==> src/rtl/fetch_pkg.sv <==
// Shared constants and the queued-entry type for the instruction-fetch buffer.
// With FETCH_MISALIGN_CHK_EN defined each entry also carries a misaligned flag.
package fetch_pkg;

  localparam int unsigned FETCH_DEPTH = 2;
  localparam logic [31:0] NOP_INST    = 32'h0000_0013;

  typedef struct packed {
`ifdef FETCH_MISALIGN_CHK_EN
    logic        misaligned;
`endif
    logic [31:0] pc;
    logic [31:0] inst;
  } fetch_entry_t;

endpackage

==> src/rtl/fetch_fifo.sv <==
// Small circular FIFO with a combinational head read, a synchronous clear and
// occupancy count. DEPTH must be a power of two so the pointers wrap naturally.
module fetch_fifo #(
  parameter int DEPTH = 2,
  parameter int WIDTH = 64
) (
  input  logic                   clk,
  input  logic                   rst,
  input  logic                   clr,
  input  logic                   push,
  input  logic                   pop,
  input  logic [WIDTH-1:0]       din,
  output logic [WIDTH-1:0]       dout,
  output logic                   full,
  output logic                   empty,
  output logic [$clog2(DEPTH):0] count
);

  localparam int AW = $clog2(DEPTH);
  localparam logic [AW-1:0] PTR_ONE = AW'(1);
  localparam logic [AW:0]   CNT_MAX = (AW+1)'(DEPTH);

  logic [WIDTH-1:0] mem [DEPTH];
  logic [AW-1:0]    wr_ptr_reg;
  logic [AW-1:0]    rd_ptr_reg;
  logic [AW:0]      count_reg;
  logic             do_push;
  logic             do_pop;

  assign empty   = (count_reg == '0);
  assign full    = (count_reg == CNT_MAX);
  assign count   = count_reg;
  assign dout    = mem[rd_ptr_reg];
  assign do_pop  = pop && !empty;
  // A push into a full FIFO is only legal when the same edge frees a slot.
  assign do_push = push && (!full || do_pop);

  always_ff @(posedge clk or posedge rst) begin
    if (rst) begin
      wr_ptr_reg <= '0;
      rd_ptr_reg <= '0;
      count_reg  <= '0;
    end else if (clr) begin
      wr_ptr_reg <= '0;
      rd_ptr_reg <= '0;
      count_reg  <= '0;
    end else begin
      if (do_push) wr_ptr_reg <= wr_ptr_reg + PTR_ONE;
      if (do_pop)  rd_ptr_reg <= rd_ptr_reg + PTR_ONE;
      count_reg <= count_reg + {{AW{1'b0}}, do_push} - {{AW{1'b0}}, do_pop};
    end
  end

  always_ff @(posedge clk) begin
    if (do_push && !clr && !rst) mem[wr_ptr_reg] <= din;
  end

endmodule

==> src/rtl/fetch_buffer.sv <==
// Fetch stage: tracks the 1-cycle imem read, queues {pc,inst} for decode and
// throttles the PC by credit. FETCH_MISALIGN_CHK_EN adds o_misaligned.
module fetch_buffer #(
  parameter int unsigned DEPTH    = fetch_pkg::FETCH_DEPTH,
  parameter logic [31:0] NOP_INST = fetch_pkg::NOP_INST
) (
  input  logic        i_clk,
  input  logic        i_rst,
  input  logic [31:0] i_imem_raddr,
  input  logic [31:0] i_imem_rdata,
  input  logic        i_halt,
  input  logic        i_flush,
  output logic        o_stall,
`ifdef FETCH_MISALIGN_CHK_EN
  output logic        o_misaligned,
`endif
  output logic        o_valid,
  input  logic        i_ready,
  output logic [31:0] o_inst,
  output logic [31:0] o_pc
);

  import fetch_pkg::*;

  localparam int CW = $clog2(DEPTH) + 1;
  localparam logic [CW:0] FULL_LVL = (CW+1)'(DEPTH);

  logic          req_vld_reg;
  logic [31:0]   req_pc_reg;
`ifdef FETCH_MISALIGN_CHK_EN
  logic          req_mis_reg;
`endif

  fetch_entry_t  push_entry;
  fetch_entry_t  head_entry;
  logic [CW-1:0] count;
  logic          full;
  logic          empty;
  logic          pop;
  logic          push;
  logic          issue;
  logic [CW:0]   credit;

  assign o_valid = !empty;
  assign pop     = o_valid && i_ready;
  assign push    = req_vld_reg && !i_flush;

  // Occupancy the FIFO could reach next edge if the PC is allowed to issue now:
  // queued entries plus the in-flight read, minus what decode takes this cycle.
  assign credit  = {1'b0, count} + {{CW{1'b0}}, req_vld_reg} - {{CW{1'b0}}, pop};
  assign o_stall = (credit >= FULL_LVL);
  assign issue   = !i_halt && !o_stall && !i_flush;

  always_ff @(posedge i_clk or posedge i_rst) begin
    if (i_rst) begin
      req_vld_reg <= 1'b0;
      req_pc_reg  <= '0;
`ifdef FETCH_MISALIGN_CHK_EN
      req_mis_reg <= 1'b0;
`endif
    end else begin
      req_vld_reg <= issue;
      if (issue) begin
        req_pc_reg  <= i_imem_raddr;
`ifdef FETCH_MISALIGN_CHK_EN
        req_mis_reg <= (i_imem_raddr[1:0] != 2'b00);
`endif
      end
    end
  end

  always_comb begin
    push_entry      = '0;
    push_entry.pc   = req_pc_reg;
    push_entry.inst = i_imem_rdata;
`ifdef FETCH_MISALIGN_CHK_EN
    push_entry.misaligned = req_mis_reg;
`endif
  end

  // Flush drives the FIFO clear, which takes priority over push and pop.
  fetch_fifo #(
    .DEPTH (DEPTH),
    .WIDTH ($bits(fetch_entry_t))
  ) u_fifo (
    .clk   (i_clk),
    .rst   (i_rst),
    .clr   (i_flush),
    .push  (push),
    .pop   (pop),
    .din   (push_entry),
    .dout  (head_entry),
    .full  (full),
    .empty (empty),
    .count (count)
  );

  always_comb begin
    o_inst = NOP_INST;
    o_pc   = '0;
    if (o_valid) begin
      o_pc   = head_entry.pc;
      o_inst = head_entry.inst;
`ifdef FETCH_MISALIGN_CHK_EN
      if (head_entry.misaligned) o_inst = NOP_INST;
`endif
    end
  end

`ifdef FETCH_MISALIGN_CHK_EN
  assign o_misaligned = o_valid && head_entry.misaligned;
`endif

  overflow_chk: assert property (@(posedge i_clk) disable iff (i_rst)
    !(push && full && !pop));

endmodule

==> config.mk <==
export PLATFORM = sky130hd
export DESIGN_NAME = fetch_buffer
export DESIGN_NICKNAME = d
export VERILOG_FILES = /design/src/rtl/fetch_pkg.sv /design/src/rtl/fetch_fifo.sv /design/src/rtl/fetch_buffer.sv
export SDC_FILE = /design/constraint.sdc
export NUM_CORES = 1
export LEC_CHECK = 0
export BUFFER_PORTS_ARGS = -buffer_cell sky130_fd_sc_hd__buf_2
export CAP_MARGIN = 20
export CELL_PAD_IN_SITES_DETAIL_PLACEMENT = 1
export CELL_PAD_IN_SITES_GLOBAL_PLACEMENT = 2
export CORE_MARGIN = 8
export CORE_UTILIZATION = 39
export CTS_CLUSTER_DIAMETER = 120
export CTS_CLUSTER_SIZE = 24
export DETAILED_ROUTE_END_ITERATION = 16
export PLACE_DENSITY_LB_ADDON = 0.25
export SYNTH_ARGS = -nofsm -noshare
export SYNTH_HDL_FRONTEND = slang
export SYNTH_SLANG_ARGS = --single-unit
==> constraint.sdc <==
create_clock -name i_clk -period 7.71 [get_ports i_clk]
set_clock_uncertainty 0.05 [all_clocks]
set_input_delay 0.771 -clock i_clk [delete_from_list [all_inputs] [get_ports i_clk]]
set_output_delay 0.771 -clock i_clk [all_outputs]
set_load 0.1 [all_outputs]
==> run_results.csv <==
group,metric,value,unit
timing,setup_viol,0,
critical_path,crit_path_end_kind,"output pin",
detailed_routing,vias_per_cell,4.68,
global_routing,grt_pass1_vias,3869,
critical_path,max_stage_delay,0.50,ns
die,core_area,16300,um^2
global_routing,grt_max_degree,65,
layout,multiInputGateArea,1550,um^2
timing,max_freq,0.275,GHz
critical_path,regToRegStartpoint,"u_fifo.count[1]",
synth,synthTopCellsByArea,"edfxtp_1 60%, dfrtp_1 14%, mux2i_1 10%",
layout,nFillCells,1639,
timing,hold_viol,0,
placed_design,hpwl,8.61,mm
die,dieHeight,144,um
synth,synth_top_area_share,59.8,%
critical_path,critical-path-top-delay-family,"adder cells",
min_path,hold_depth,0,
global_routing,gr-usage-met2,21.8,%
synth,synth_seq_cells,165,
die,die-area,20900,um^2
critical_path,r2r_slack,4.45,ns
clock_tree,clk_latency,0.42,ns
critical_path,cp_cell_sequence,"o21ai_0 -> inv_1 -> ha_1 -> inv_1 -> nand2_1 -> fa_1 -> xnor2_2 -> nand2_1 -> buf_2",
synth,ys_seq_area_share,74.2,%
clock_tree,clock_path_buffers,2,
timing,slew_violations,0,
flow_run,max_cap_violations,0,
global_routing,busiest_layer,"met2",
layout,seqCellArea,4770,um^2
die,placementRows,47,
clock_tree,cts_max_level,4,
synth,ys_warn_count,0,
critical_path,cp_max_fo,6,
global_routing,use_met3,4.99,%
global_routing,grt.overflow.total,0,
min_path,hold_end,"u_fifo.mem[1][53]",
synth,syn_area,6430,um^2
clock_tree,cts.sinks,165,
timing,rsz0062_at_grt,"no",
synth,syn_area_per_cell,17.3,um^2
critical_path,startpoint_type,"register",
timing,tightest_slew,0.942,ns
critical_path,reg2reg_to,"req_pc_reg[27]",
clock_tree,cts_setup_buffers,0,
critical_path,arrival,2.82,ns
global_routing,grt_pass1_wl,20.9,mm
critical_path,cp_num_buf_inv,3,
global_routing,antenna_found_initial,0,
clock_tree,cts_hold_buf,0,
die,num_io_pins,135,
timing,finalSetupTns,0,ns
global_routing,grtUsageTotal,13.6,%
critical_path,path_class,"register to output pin",
critical_path,slowest_stage,"dfrtp_1",
detailed_routing,drt-pass1-iter-count,5,
detailed_routing,drc,0,
clock_tree,root_buffer,"clkbuf_16",
clock_tree,cts_buffers,17,
layout,area_growth_syn_to_layout,22.7,%
global_routing,grtUsageMet1,16.5,%
clock_tree,clk_pin_slew,0.06,ns
detailed_routing,routed_wl,13.5,mm
detailed_routing,drt_iter0_markers,184,
detailed_routing,ant_nets,0,
synth,synth_cell_types,22,
detailed_routing,avgRoutedWirePerCell,18.1,um
detailed_routing,via_count,3490,
min_path,worstHoldStart,"req_pc_reg[21]",
die,start_util,39.3,%
clock_tree,cts_tree,"built",
min_path,worstHoldPathType,"register to register",
critical_path,critPathRequiredTime,6.89,ns
placed_design,port_buffers,134,
status,outcome,"finished clean",
synth,synth_nets,445,
placed_design,place_congestion,0.769,
clock_tree,cts_resized,0,
critical_path,reg2reg_depth,10,
synth,yosys.area.top_type,"edfxtp_1",
layout,largest_reg_flops,128,
layout,layout-drive-gt1-share,39.2,%
timing,period_needed,3.64,ns
layout,antennaDiodeCount,0,
timing,max_slew_margin,37.2,%
layout,nets,586,
timing,period_share,47.2,%
die,die_w,144,um
synth,synthCells,372,
cells in the final DEF, fill, tap and decap left out, drive strengths merged, types with 2 or more instances in the layout:
cell	netlist	layout
mux2	32	32
dfrtp	37	37
xor2	2	2
clkbuf	6	24
inv	9	9
buf	10	138
clkinv	0	3
nand2	6	6
nor2	65	65
xnor2	2	2
edfxtp	128	128
clkinvlp	0	5
mux2i	65	65
ha	3	3
stage by stage:
stage | std cells | hold WS (ns) | setup slack (ns) | util [%] | area, um^2
after detailed placement | 714 | 0.411 | 4.22 | 45.0 | 7360
after floorplan | 372 | 0.387 | 1.76 | - | 6430
final | 746 | 0.416 | 4.07 | 48.3 | 7890
after CTS | 746 | 0.425 | 4.04 | 48.3 | 7890
after global placement | 713 | 0.400 | 4.28 | 44.8 | 7330
after global routing | 746 | 0.436 | 3.88 | 48.3 | 7890
worst reg2reg max path, stage by stage, from the launching register on:
cell and delay [ns]:
dfrtp_1 0.50, o21ai_0 0.32, inv_1 0.10, ha_1 0.28
inv_1 0.08, nand2_1 0.07, fa_1 0.40, xnor2_2 0.18
nand3_2 0.40, buf_4 0.42, mux2_4 0.35
cell families (layout without fill, tap and decap cells):
logic type | Yosys count | in the layout | share of synthesized area [%]
AO/OA/AOI/OAI | 2 | 2 | 0.331
XOR/XNOR | 4 | 4 | 0.662
adder cells (fa/ha/maj) | 4 | 4 | 0.895
buffers and inverters | 25 | 179 | 1.95
flip-flops | 165 | 165 | 74.2
multiplexers | 97 | 97 | 17.4
AND/OR/NAND/NOR | 75 | 75 | 4.57
cells in the mapped netlist:
cell type / number
ha_1: 3
mux2_4: 29
nor3_1: 1
fa_1: 1
xnor2_1: 1
buf_6: 3
o21ai_0: 1
edfxtp_1: 128
nand3_2: 1
xor2_1: 2
inv_1: 9
o311ai_2: 1
and3_1: 1
nor2_1: 65
nand2_1: 6
mux2i_1: 65
dfrtp_1: 37
nor2b_1: 1
mux2_2: 3
clkbuf_1: 6
buf_2: 7
xnor2_2: 1
how the worst max path moves through the flow:
| stage | slack [ns] | depth (start not counted) | end | start |
|---|---|---|---|---|
| finish | 4.07 | 9 | o_stall | u_fifo.count[1] |
| global route | 3.88 | 9 | o_stall | u_fifo.count[1] |
| CTS | 4.04 | 9 | o_stall | u_fifo.count[1] |
| detailed placement | 4.22 | 11 | req_pc_reg[27] | i_ready |
| global placement | 4.28 | 11 | req_pc_reg[29] | i_ready |
| floorplan | 1.76 | 3 | u_fifo.mem[0][0] | i_flush |
per-layer routing:
layer | up-vias | share of wire [%]
li1 | 1635 | -
met1 | 1722 | 44
met2 | 120 | 47
met3 | 13 | 7.8
met4 | 0 | 0.96
met5 | - | 0
cell type report:
type	instances	area share [%]
Timing Repair Buffer	138	9.13
Clock inverter	8	0.666
Sequential cell	165	60.5
Clock buffer	24	6.11
Tap cell	220	3.49
Multi-Input combinational cell	182	19.7
Inverter	9	0.428
Power is not shown: default switching activity piles up to over one toggle a cycle in this logic, so the estimate is an artifact.
